==> src/rtl/lifo_arb_pkg.sv <==
// Shared types for the LIFO request arbiter: FSM state encoding and op codes.
// No logic; latency and backpressure are defined by the modules that import it.
// Op code 0 pushes and 1 pops, matching the per-client req_op_i bit.
package lifo_arb_pkg;

    typedef enum logic [1:0] {
        IDLE  = 2'd0,
        ISSUE = 2'd1,
        WAIT  = 2'd2,
        RESP  = 2'd3
    } state_t;

    localparam logic OP_PUSH = 1'b0;
    localparam logic OP_POP  = 1'b1;

endpackage

==> src/rtl/rr_arbiter.sv <==
// N-way round-robin pick: first set request at or after ptr_i, wrapping.
// Purely combinational, zero latency.
// No backpressure; vld_o is low when no request is set.
module rr_arbiter #(
    parameter int N = 4,
    localparam int IW = (N > 1) ? $clog2(N) : 1
) (
    input  logic [N-1:0]  req_i,
    input  logic [IW-1:0] ptr_i,
    output logic [N-1:0]  gnt_o,
    output logic [IW-1:0] idx_o,
    output logic          vld_o
);

    int j;

    always_comb begin
        gnt_o = '0;
        idx_o = '0;
        vld_o = 1'b0;
        j     = 0;
        // Scan from the farthest offset down so the nearest set bit wins last.
        for (int k = N - 1; k >= 0; k--) begin
            j = int'(ptr_i) + k;
            if (j >= N) begin
                j = j - N;
            end
            if (req_i[j]) begin
                idx_o = IW'(j);
                vld_o = 1'b1;
            end
        end
        if (vld_o) begin
            gnt_o[idx_o] = 1'b1;
        end
    end

endmodule

==> src/rtl/lifo_req_arbiter.sv <==
// Round-robin sharing of one LIFO stack among N_REQ clients; LIFO_ARB_ERR_CNT_EN adds err counter.
// Latency: req->gnt 2 cycles, pop gnt->rsp_valid 2 cycles; push 2 cycles/op, pop 4 cycles/op.
// Backpressure: clients hold req until gnt; push@full and pop@empty are granted with rsp_err.
module lifo_req_arbiter
    import lifo_arb_pkg::*;
#(
    parameter int N_REQ = 4,
    parameter int DW    = 8,
    parameter int DEPTH = 8
) (
    input  logic                       clk,
    input  logic                       rstn,
    input  logic [N_REQ-1:0]           req_i,
    input  logic [N_REQ-1:0]           req_op_i,
    input  logic [N_REQ*DW-1:0]        req_data_i,
    output logic [N_REQ-1:0]           gnt_o,
    output logic                       rsp_err_o,
    output logic [N_REQ-1:0]           rsp_valid_o,
    output logic [DW-1:0]              rsp_data_o,
    output logic [$clog2(DEPTH+1)-1:0] level_o,
    output logic                       stk_push_o,
    output logic                       stk_pop_o,
    output logic [DW-1:0]              stk_din_o,
    input  logic [DW-1:0]              stk_dout_i,
    output logic [15:0]                err_cnt_o
);

    localparam int IW = (N_REQ > 1) ? $clog2(N_REQ) : 1;
    localparam int LW = $clog2(DEPTH + 1);

    state_t           state_q, state_d;
    logic [IW-1:0]    rr_ptr_q, rr_ptr_d;
    logic [N_REQ-1:0] win_oh_q, win_oh_d;
    logic             op_q, op_d;
    logic [DW-1:0]    data_q, data_d;
    logic [LW-1:0]    level_q, level_d;
    logic [N_REQ-1:0] gnt_q, gnt_d;
    logic             rsp_err_q, rsp_err_d;
    logic [N_REQ-1:0] rsp_valid_q, rsp_valid_d;
    logic [DW-1:0]    rsp_data_q, rsp_data_d;
    logic             stk_push_q, stk_push_d;
    logic             stk_pop_q, stk_pop_d;
    logic [DW-1:0]    stk_din_q, stk_din_d;

    logic [N_REQ-1:0] arb_gnt;
    logic [IW-1:0]    arb_idx;
    logic             arb_vld;

    rr_arbiter #(.N(N_REQ)) u_rr (
        .req_i (req_i),
        .ptr_i (rr_ptr_q),
        .gnt_o (arb_gnt),
        .idx_o (arb_idx),
        .vld_o (arb_vld)
    );

    always_comb begin
        state_d     = state_q;
        rr_ptr_d    = rr_ptr_q;
        win_oh_d    = win_oh_q;
        op_d        = op_q;
        data_d      = data_q;
        level_d     = level_q;
        gnt_d       = '0;
        rsp_err_d   = 1'b0;
        rsp_valid_d = '0;
        rsp_data_d  = rsp_data_q;
        stk_push_d  = 1'b0;
        stk_pop_d   = 1'b0;
        stk_din_d   = stk_din_q;

        unique case (state_q)
            IDLE: begin
                if (arb_vld) begin
                    win_oh_d = arb_gnt;
                    op_d     = req_op_i[arb_idx];
                    data_d   = req_data_i[int'(arb_idx)*DW +: DW];
                    rr_ptr_d = (arb_idx == IW'(N_REQ - 1)) ? '0 : arb_idx + 1'b1;
                    state_d  = ISSUE;
                end
            end
            ISSUE: begin
                gnt_d   = win_oh_q;
                state_d = IDLE;
                if (op_q == OP_PUSH) begin
                    if (level_q == LW'(DEPTH)) begin
                        rsp_err_d = 1'b1;
                    end else begin
                        stk_push_d = 1'b1;
                        stk_din_d  = data_q;
                        level_d    = level_q + 1'b1;
                    end
                end else begin
                    if (level_q == '0) begin
                        rsp_err_d = 1'b1;
                    end else begin
                        stk_pop_d = 1'b1;
                        level_d   = level_q - 1'b1;
                        state_d   = WAIT;
                    end
                end
            end
            // The stack presents its data the cycle after the pop strobe is seen.
            WAIT: begin
                state_d = RESP;
            end
            RESP: begin
                rsp_valid_d = win_oh_q;
                rsp_data_d  = stk_dout_i;
                state_d     = IDLE;
            end
            default: begin
                state_d = IDLE;
            end
        endcase
    end

    always_ff @(posedge clk) begin
        if (!rstn) begin
            state_q     <= IDLE;
            rr_ptr_q    <= '0;
            win_oh_q    <= '0;
            op_q        <= OP_PUSH;
            data_q      <= '0;
            level_q     <= '0;
            gnt_q       <= '0;
            rsp_err_q   <= 1'b0;
            rsp_valid_q <= '0;
            rsp_data_q  <= '0;
            stk_push_q  <= 1'b0;
            stk_pop_q   <= 1'b0;
            stk_din_q   <= '0;
        end else begin
            state_q     <= state_d;
            rr_ptr_q    <= rr_ptr_d;
            win_oh_q    <= win_oh_d;
            op_q        <= op_d;
            data_q      <= data_d;
            level_q     <= level_d;
            gnt_q       <= gnt_d;
            rsp_err_q   <= rsp_err_d;
            rsp_valid_q <= rsp_valid_d;
            rsp_data_q  <= rsp_data_d;
            stk_push_q  <= stk_push_d;
            stk_pop_q   <= stk_pop_d;
            stk_din_q   <= stk_din_d;
        end
    end

`ifdef LIFO_ARB_ERR_CNT_EN
    logic [15:0] err_cnt_q;

    // Counts alongside the registered rsp_err so both become visible together.
    always_ff @(posedge clk) begin
        if (!rstn) begin
            err_cnt_q <= '0;
        end else if (rsp_err_d && (err_cnt_q != 16'hFFFF)) begin
            err_cnt_q <= err_cnt_q + 16'd1;
        end
    end

    assign err_cnt_o = err_cnt_q;
`else
    assign err_cnt_o = '0;
`endif

    assign gnt_o       = gnt_q;
    assign rsp_err_o   = rsp_err_q;
    assign rsp_valid_o = rsp_valid_q;
    assign rsp_data_o  = rsp_data_q;
    assign level_o     = level_q;
    assign stk_push_o  = stk_push_q;
    assign stk_pop_o   = stk_pop_q;
    assign stk_din_o   = stk_din_q;

endmodule

==> config.mk <==
export PLATFORM = sky130hd
export DESIGN_NAME = lifo_req_arbiter
export DESIGN_NICKNAME = d
export VERILOG_FILES = /design/src/rtl/lifo_arb_pkg.sv /design/src/rtl/rr_arbiter.sv /design/src/rtl/lifo_req_arbiter.sv
export SDC_FILE = /design/constraint.sdc
export NUM_CORES = 1
export LEC_CHECK = 0
export BUFFER_PORTS_ARGS = -buffer_cell sky130_fd_sc_hd__buf_2
export CAP_MARGIN = 0
export CORE_MARGIN = 4
export CORE_UTILIZATION = 51
export CTS_CLUSTER_DIAMETER = 120
export DETAILED_ROUTE_END_ITERATION = 16
export GPL_ROUTABILITY_DRIVEN = 0
export MAX_ROUTING_LAYER = met4
export PLACE_DENSITY = 0.91
export SLEW_MARGIN = 40
export SYNTH_ARGS = -nofsm -noshare
export SYNTH_HDL_FRONTEND = slang
export SYNTH_SLANG_ARGS = --single-unit
==> constraint.sdc <==
create_clock -name clk -period 2.87 [get_ports clk]
set_input_delay 0.287 -clock clk [delete_from_list [all_inputs] [get_ports clk]]
set_output_delay 0.287 -clock clk [all_outputs]
set_load 0.01 [all_outputs]
==> flow_summary.toml, run 1 <==
[run_status]
outcome = "finished, final reports clean"

[global_routing]
use_met2 = 0.3346
grt_use_met1 = 0.1868
top_usage_layer = "met2"
grt_pass1_vias = 1908
grt-ovfl-total = 0
grt_usage = 0.1842
grt_max_degree = 46
grt_pass1_wl_um = 7803
use_met3 = 0.04806
antenna_found_initial = 0

[critical_path]
critPathKind = "flip-flop to flip-flop"
slowest_stage = "nor3_1"
critical_path.startpoint = "rr_ptr_q[1]"
endpoint_kind = "flip-flop"
max_stage_delay_ns = 0.52
cp-endpoint = "data_q[5]"
reg2regPathDepth = 5
critPathMaxFanout = 9
cp_cell_sequence = "mux2i_1, nor2_1, nor3_1, nand3_2, o221ai_1"
cp-start-kind = "flip-flop"
rrSetupSlack_ns = 0.96
required_ns = 3.08
r2r-start = "rr_ptr_q[1]"
r2r-end = "data_q[5]"
cp.arrival_ns = 2.12

[yosys]
synth_top_area_cell = "dfxtp_1"
ys_async_sr_fraction = 0
netlist.area_leader.share = 0.4236
avgSynthCellArea_um2 = 9.571
ys_seq_area_frac = 0.4236
synth_area_leaders = "dfxtp_1, mux2i_1, buf_4, nand2_1, a21boi_0"
synth-seq-cells = 48
yosysWarnings = 0
ys_types = 35
synth_area_mm2 = 0.002268
synth-main-ff-cell = "dfxtp_1"
synth_edf_count = 0
netlist_instances = 237

[timing]
max_freq_mhz = 523.0
relSlewSlack = 0.5436
drv_slew = 0
finalCritPeriodShare = 0.6662
finalWorstSetupSlack_ns = 0.9579
finalSetupTns_ns = 0
post-route-min-period_ns = 1.912
tightest_slew_ns = 0.6846
hold_violations = 0
setup_viol = 0
rsz0062_at_grt = "false"
fin_skew_ns = 0.005598

[clock_network]
clk_latency_ns = 0.29
cts_tree = "yes"
numCtsBuffers = 5
cts_max_path_buffers = 2
ctsResizeCount = 0
clk_pin_slew_ns = 0.08
postCtsHoldBufs = 0
clock-sinks = 48
ctsHtreeMaxLevel = 2
post_cts_buffers = 0
root_buffer = "clkbuf_8"

[final_layout]
nets = 370
stdcell_count = 363
nFillCells = 368
drive_above_1_share = 0.3003
n_antenna_cell = 0
synthToLayoutAreaGrowth_pct = 19.47

[floorplan]
ios = 97
core_area_mm2 = 0.004144
die_h_um = 74.69
start_util = 0.5474
dieArea_mm2 = 0.005579
die_w_um = 74.69
rows = 23

[power_and_ir_drop]
power.density_mw_per_mm2 = 541.6
leakage_nw = 1.299
ir_worst_vdd_uv = 351.4

[routing]
wl_per_cell_um = 13.34
drt-total-wl_um = 4844
avgViaCountPerCell = 5.132
num_vias = 1863
firstDrtPassIters = 4
postRouteAntennaNets = 0
detail_route.iter0.violations = 63
drc_errors = 0

[place]
port-buffer-count = 80
place_hpwl_um = 3676
dp_slack_ns = 0.9628
place_inst = 355

[worst_hold_path]
hold_path.class = "input pin to flip-flop"

[run]
drv_cap = 0
==> where the power goes <==
group / leakage [nW] / switching, W / total [W] / internal (W)
registers: 0.391 / 0.0000428 / 0.000761 / 0.000718
clock network: 0.0410 / 0.000208 / 0.000374 / 0.000166
logic: 0.867 / 0.000179 / 0.000333 / 0.000154
total: 1.30 / 0.000430 / 0.00147 / 0.00104
==> layer usage <==
layer,share of wire,vias up
met5,0,-
met4,0.018,0
met3,0.059,9
met2,0.53,54
met1,0.39,866
li1,-,934
==> through the flow <==
| step | utilization | hold WS, ns | power [W] | area, um^2 |
|---|---|---|---|---|
| detailed placement | 0.6335 | 0.4571 | 0.001107 | 2625 |
| global placement | 0.6335 | 0.4501 | 0.001090 | 2625 |
| floorplan | - | 0.4319 | 0.001023 | 2325 |
| global route | 0.6540 | 0.2285 | 0.001554 | 2710 |
| finish | 0.6540 | 0.2317 | 0.001468 | 2710 |
| CTS | 0.6522 | 0.2294 | 0.001478 | 2703 |
==> worst max-delay path, delay by kind of cell, from the launching register on <==
kind	cells	cell delay, ns
DFF	1	0.42
AOI/OAI and AO/OA	1	0.28
and+or+nand+nor	3	0.91
muxes	1	0.21
==> how the worst min path moves through the flow <==
stage	start	end	slack, ns	depth (start not counted)
4_1_cts	stk_dout_i[2]	rsp_data_o[2]	0.23	3
6_report	stk_dout_i[2]	rsp_data_o[2]	0.23	3
3_3_place_gp	rsp_data_o[7]	rsp_data_o[7]	0.45	2
3_5_place_dp	rsp_data_o[1]	rsp_data_o[1]	0.46	2
2_1_floorplan	stk_dout_i[0]	rsp_data_o[0]	0.43	2
5_1_grt	stk_dout_i[3]	rsp_data_o[3]	0.23	3
==> area by class of cell <==
| type | instances | area [um^2] | share of cell area |
|---|---|---|---|
| Sequential cell | 48 | 960.9 | 0.3546 |
| Tap cell | 50 | 62.56 | 0.02308 |
| Clock inverter | 1 | 5.005 | 0.001847 |
| Clock buffer | 6 | 72.57 | 0.02678 |
| Timing Repair Buffer | 82 | 415.4 | 0.1533 |
| Multi-Input combinational cell | 167 | 1160 | 0.4280 |
| Inverter | 9 | 33.78 | 0.01247 |
==> sequential cells by signal, summed over array words and instances, names as in the netlist, named ones only <==
name and flops:
rsp_err_o 1, rsp_data_o 8, op_q 1, rr_ptr_q 2, stk_din_o 8, state_q 1
win_oh_q 4, rsp_valid_o 4, level_o 4, gnt_o 4, data_q 8, stk_pop_o 1
stk_push_o 1
==> cell families after synthesis <==
group,Yosys count,synth area share
mux,27,0.1191
compound gates,39,0.1401
buf+inv,37,0.08991
fa+ha+maj,7,0.04192
xor+xnor,4,0.01545
other cells,1,0.001653
simple gates,74,0.1682
flops,48,0.4236
==> synth_stat cells (all sizes together), types with 2 or more instances <==
master,count
mux2i,27
o21ai,2
nor2b,8
dfxtp,48
o221ai,9
inv,9
xnor2,3
a21oi,6
and2,7
a21boi,14
nor3,3
nand3,11
o211a,2
nand2b,2
and3,8
ha,6
buf,20
clkbuf,8
nand2,31
==> cell usage in the layout (no fill, tap or decap), drive strengths merged, types with 2 or more instances in the layout <==
master	Yosys	routed
a21oi	6	6
nor3	3	3
conb	1	16
xnor2	3	3
nor2b	8	8
o21ai	2	2
clkbuf	8	6
buf	20	82
o221ai	9	9
nand2b	2	2
dfxtp	48	48
ha	6	6
and2	7	7
and3	8	8
inv	9	9
o211a	2	2
mux2i	27	27
a21boi	14	14
nand3	11	11
nand2	31	31
Power figures use the tool's default switching activity.
==> inputs of run 2 (changes only) <==
CORE_UTILIZATION = 47   (was 51)
PLACE_DENSITY = 0.85   (was 0.91)
clock period = 1.93 ns   (was 2.87 ns; I/O delays follow)
==> flow_summary.toml, run 2 (synthesis results as in run 1) <==
[timing]
hold_violations = 0
max_freq_mhz = 605.2
fin_skew_ns = 0.004902
finalSetupTns_ns = 0
finalCritPeriodShare = 0.8562
drv_slew = 0
setup_viol = 0
tightest_slew_ns = 0.5260
relSlewSlack = 0.6474
rsz0062_at_grt = "false"
post-route-min-period_ns = 1.652

[power_and_ir_drop]
leakage_nw = 1.342
power.density_mw_per_mm2 = 808.9
ir_worst_vdd_uv = 438.3

[floorplan]
dieArea_mm2 = 0.006002
rows = 25
core_area_mm2 = 0.004692
die_w_um = 77.47
die_h_um = 77.47
start_util = 0.4835
ios = 97

[place]
place_inst = 368
port-buffer-count = 80
place_hpwl_um = 3754

[critical_path]
required_ns = 2.11
critPathKind = "flip-flop to flip-flop"
cp_cell_sequence = "a21oi_1, o21ai_0, o2bb2a_1, buf_12, mux2i_1, o221ai_1"
max_stage_delay_ns = 0.37
path_buf_inv = 1
critPathMaxFanout = 18
cp-start-kind = "flip-flop"
cp.arrival_ns = 1.83
cpLargestDelayFamily = "compound AO/OA/AOI/OAI gates"
endpoint_kind = "flip-flop"
slowest_stage = "dfxtp_1"

[clock_network]
cts_tree = "yes"
numCtsBuffers = 5
postCtsHoldBufs = 0
ctsHtreeMaxLevel = 2
cts_max_path_buffers = 2
clk_pin_slew_ns = 0.09
clk_latency_ns = 0.30
clock-sinks = 48
post_cts_buffers = 0
root_buffer = "clkbuf_8"
ctsResizeCount = 0

[final_layout]
stdcell_count = 376
nets = 378
seq_area_um2 = 960.9
final_common_cell = "buf_2"
layout_common_cells = "buf_2, dfxtp_1, nand2_1, mux2i_1, conb_1"
drive_above_1_share = 0.3230
nFillCells = 421
multi_input_area_mm2 = 0.001160
n_antenna_cell = 0
synthToLayoutAreaGrowth_pct = 23.55

[worst_hold_path]
hold_path.class = "input pin to flip-flop"

[routing]
firstDrtPassIters = 6
avgViaCountPerCell = 5.027
drc_errors = 0
num_vias = 1890
wl_per_cell_um = 13.28
postRouteAntennaNets = 0
detail_route.iter0.violations = 76
drt-total-wl_um = 4994

[run_status]
outcome = "finished, final reports clean"

[global_routing]
antenna_found_initial = 0
grt-ovfl-total = 0
grt_pass1_wl_um = 8066
grt_usage = 0.1686
grt_pass1_vias = 1833
grt_max_degree = 35

[run]
drv_cap = 0
==> run 2: cell types whose count changed in the layout (fill, tap and decap cells not counted), sizes merged <==
cell	before	now
clkinvlp	0	2
buf	82	90
clkbuf	6	5
==> run 2: tightest hold or removal path, stage by stage <==
cell	delay [ns]
buf_2	0.09
nand2_1	0.04
a21boi_0	0.06
==> run 2: metal layers <==
metal | global-route usage | vias up | wire, um
met2 | 0.3005 | 58 | 2660
li1 | - | 953 | -
met4 | 0.07295 | 0 | 92
met5 | - | - | 0
met1 | 0.1790 | 871 | 1970
met3 | 0.03712 | 8 | 270
==> run 2: cell type report <==
type	instances	area share
inverter	9	0.01205
sequential	48	0.3429
timing repair buffer	90	0.1741
clock buffer	5	0.02455
multi-input combinational	167	0.4138
tap	54	0.02411
clock inverter	3	0.008482
==> run 2: where the power goes <==
group          leakage [nW]  internal, W  switching [W]
registers             0.391      0.00107      0.0000571
logic                 0.911     0.000261       0.000286
clock network        0.0404     0.000257       0.000339
total                  1.34      0.00158       0.000682
==> run 2: path summary, 6_finish.rpt <==
| check | from | endpoint | slack (ns) | depth (start not counted) |
|---|---|---|---|---|
| max | rr_ptr_q[1] | data_q[4] | 0.28 | 6 |
| min | stk_dout_i[0] | rsp_data_o[0] | 0.13 | 3 |
| max reg2reg | rr_ptr_q[1] | data_q[4] | 0.28 | 6 |
| min reg2reg | rsp_data_o[2] | rsp_data_o[2] | 0.46 | 2 |
==> run 2: metrics by stage <==
stage               hold WS (ns)  setup WS (ns)  area [um^2]  total power, W  utilization
floorplan                 0.3379         0.2879         2325        0.001521            -
global placement          0.4418         0.3554         2710        0.001671       0.5776
detailed placement        0.4524         0.2849         2710        0.001693       0.5776
CTS                       0.1264         0.2670         2803        0.002284       0.5973
global route              0.1246         0.1729         2803        0.002407       0.5973
finish                    0.1301         0.2775         2803        0.002267       0.5973
==> inputs of run 3 (changes only) <==
==> constraint.sdc (replaced) <==
create_clock -name clk -period 1.93 [get_ports clk]
set_input_delay 0 -clock clk [delete_from_list [all_inputs] [get_ports clk]]
set_output_delay 0 -clock clk [all_outputs]
set_load 0.01 [all_outputs]
==> flow_summary.toml, run 3 (synthesis results as in run 1) <==
[routing]
wl_per_cell_um = 13.39
postRouteAntennaNets = 0
routed.top_layer = "met4"
wl_met1_um = 2020
wl_met3_um = 296
dr_wl_met2_um = 2711
drt-total-wl_um = 5140
num_vias = 1937
detail_route.iter0.violations = 66
avgViaCountPerCell = 5.044
firstDrtPassIters = 4
drc_errors = 0

[floorplan]
die_w_um = 77.47
dieArea_mm2 = 0.006002
start_util = 0.4835
core_area_mm2 = 0.004692
ios = 97
die_h_um = 77.47
rows = 25

[timing]
finalSetupTns_ns = 0
post-route-min-period_ns = 1.646
max_freq_mhz = 607.5
tightest_slew_ns = 0.5571
setup_viol = 0
fin_skew_ns = 0.003281
finalCritPeriodShare = 0.8529
drv_slew = 0
rsz0062_at_grt = "false"
hold_violations = 0
relSlewSlack = 0.6266

[critical_path]
required_ns = 2.10
cp-start-kind = "flip-flop"
r2r-start = "rr_ptr_q[1]"
rrSetupSlack_ns = 0.28
critPathMaxFanout = 18
endpoint_kind = "flip-flop"
r2r-end = "op_q"
cp.arrival_ns = 1.82
critPathKind = "flip-flop to flip-flop"
reg2regPathDepth = 6

[global_routing]
grt-ovfl-total = 0
grt_usage = 0.1674
grt_pass1_vias = 1837
grt_pass1_wl_um = 7962
grt_max_degree = 36
antenna_found_initial = 0

[final_layout]
layout_common_cells = "buf_2, dfxtp_1, nand2_1, mux2i_1, conb_1"
finish.instance_area_mm2 = 0.002902
final_util = 0.6184
nets = 386
synthToLayoutAreaGrowth_pct = 27.91
final_common_cell = "buf_2"
drive_above_1_share = 0.3152
n_antenna_cell = 0

[power_and_ir_drop]
leakage_nw = 1.390
power_w = 0.002396
ir_worst_vdd_uv = 478.0
power.density_mw_per_mm2 = 825.8

[place]
port-buffer-count = 80
placed_cell_area_mm2 = 0.002710
place_hpwl_um = 3708

[clock_network]
numCtsBuffers = 5
post_cts_buffers = 0
root_buffer = "clkbuf_8"
clk_latency_ns = 0.30
cts_max_path_buffers = 2
cts_tree = "yes"
clock-sinks = 48
ctsHtreeMaxLevel = 2
clk_pin_slew_ns = 0.09

[worst_hold_path]
hp-start = "req_data_i[7]"
hold_depth = 3
hold_path.class = "input pin to flip-flop"
whs_endpoint = "data_q[7]"

[run]
drv_cap = 0

[run_status]
outcome = "finished, final reports clean"
[run 3: routing by layer]
metal  vias up  global-route usage
met4         0             0.06940
li1        966                   -
met1       899              0.1697
met3        10             0.03480
met5         -                   -
met2        62              0.3109
[run 3: cell type report]
| cell class | instances | area, um^2 |
|---|---|---|
| well taps | 54 | 67.56 |
| clock inverters | 3 | 42.54 |
| fillers | 390 | 1790 |
| clock buffers | 5 | 68.82 |
| repair buffers | 98 | 568.0 |
| flip-flops and latches | 48 | 960.9 |
| multi-input cells | 167 | 1160 |
| inverters | 9 | 33.78 |
[run 3: timing repair]
item	4_1_cts	5_1_grt
resized for setup	0	0
hold endpoints to repair	8	0
hold buffers	8	0
[run 3: metrics by stage]
stage	std cells	hold WS, ns	setup slack [ns]
after floorplan	252	0.1449	0.2879
after global placement	368	0.2493	0.3696
after detailed placement	368	0.2597	0.3011
after CTS	384	0.002202	0.2857
after global routing	384	0.03375	0.1891
final	384	0.006279	0.2839
[run 3: critical path, stage by stage (launching register included)]
cell and delay, ns:
dfxtp_1 0.37, a21oi_1 0.15, o21ai_0 0.08, o2bb2a_1 0.35, buf_12 0.21, mux2i_1 0.21
o221ai_1 0.14
[run 3: power breakdown]
group	internal [W]	total (W)	switching [W]
sequential	0.00107	0.00113	0.0000579
combinational	0.000271	0.000554	0.000283
clock	0.000383	0.000717	0.000333
[run 3: worst max path at each step]
stage	startpoint	end	slack, ns	cells past startpoint
6_report	rr_ptr_q[1]	op_q	0.28	6
5_1_grt	rr_ptr_q[1]	data_q[3]	0.19	6
4_1_cts	rr_ptr_q[1]	op_q	0.29	6
3_5_place_dp	rr_ptr_q[1]	op_q	0.30	6
3_3_place_gp	level_o[1]	stk_din_o[3]	0.37	6
2_1_floorplan	level_o[1]	stk_din_o[0]	0.29	4
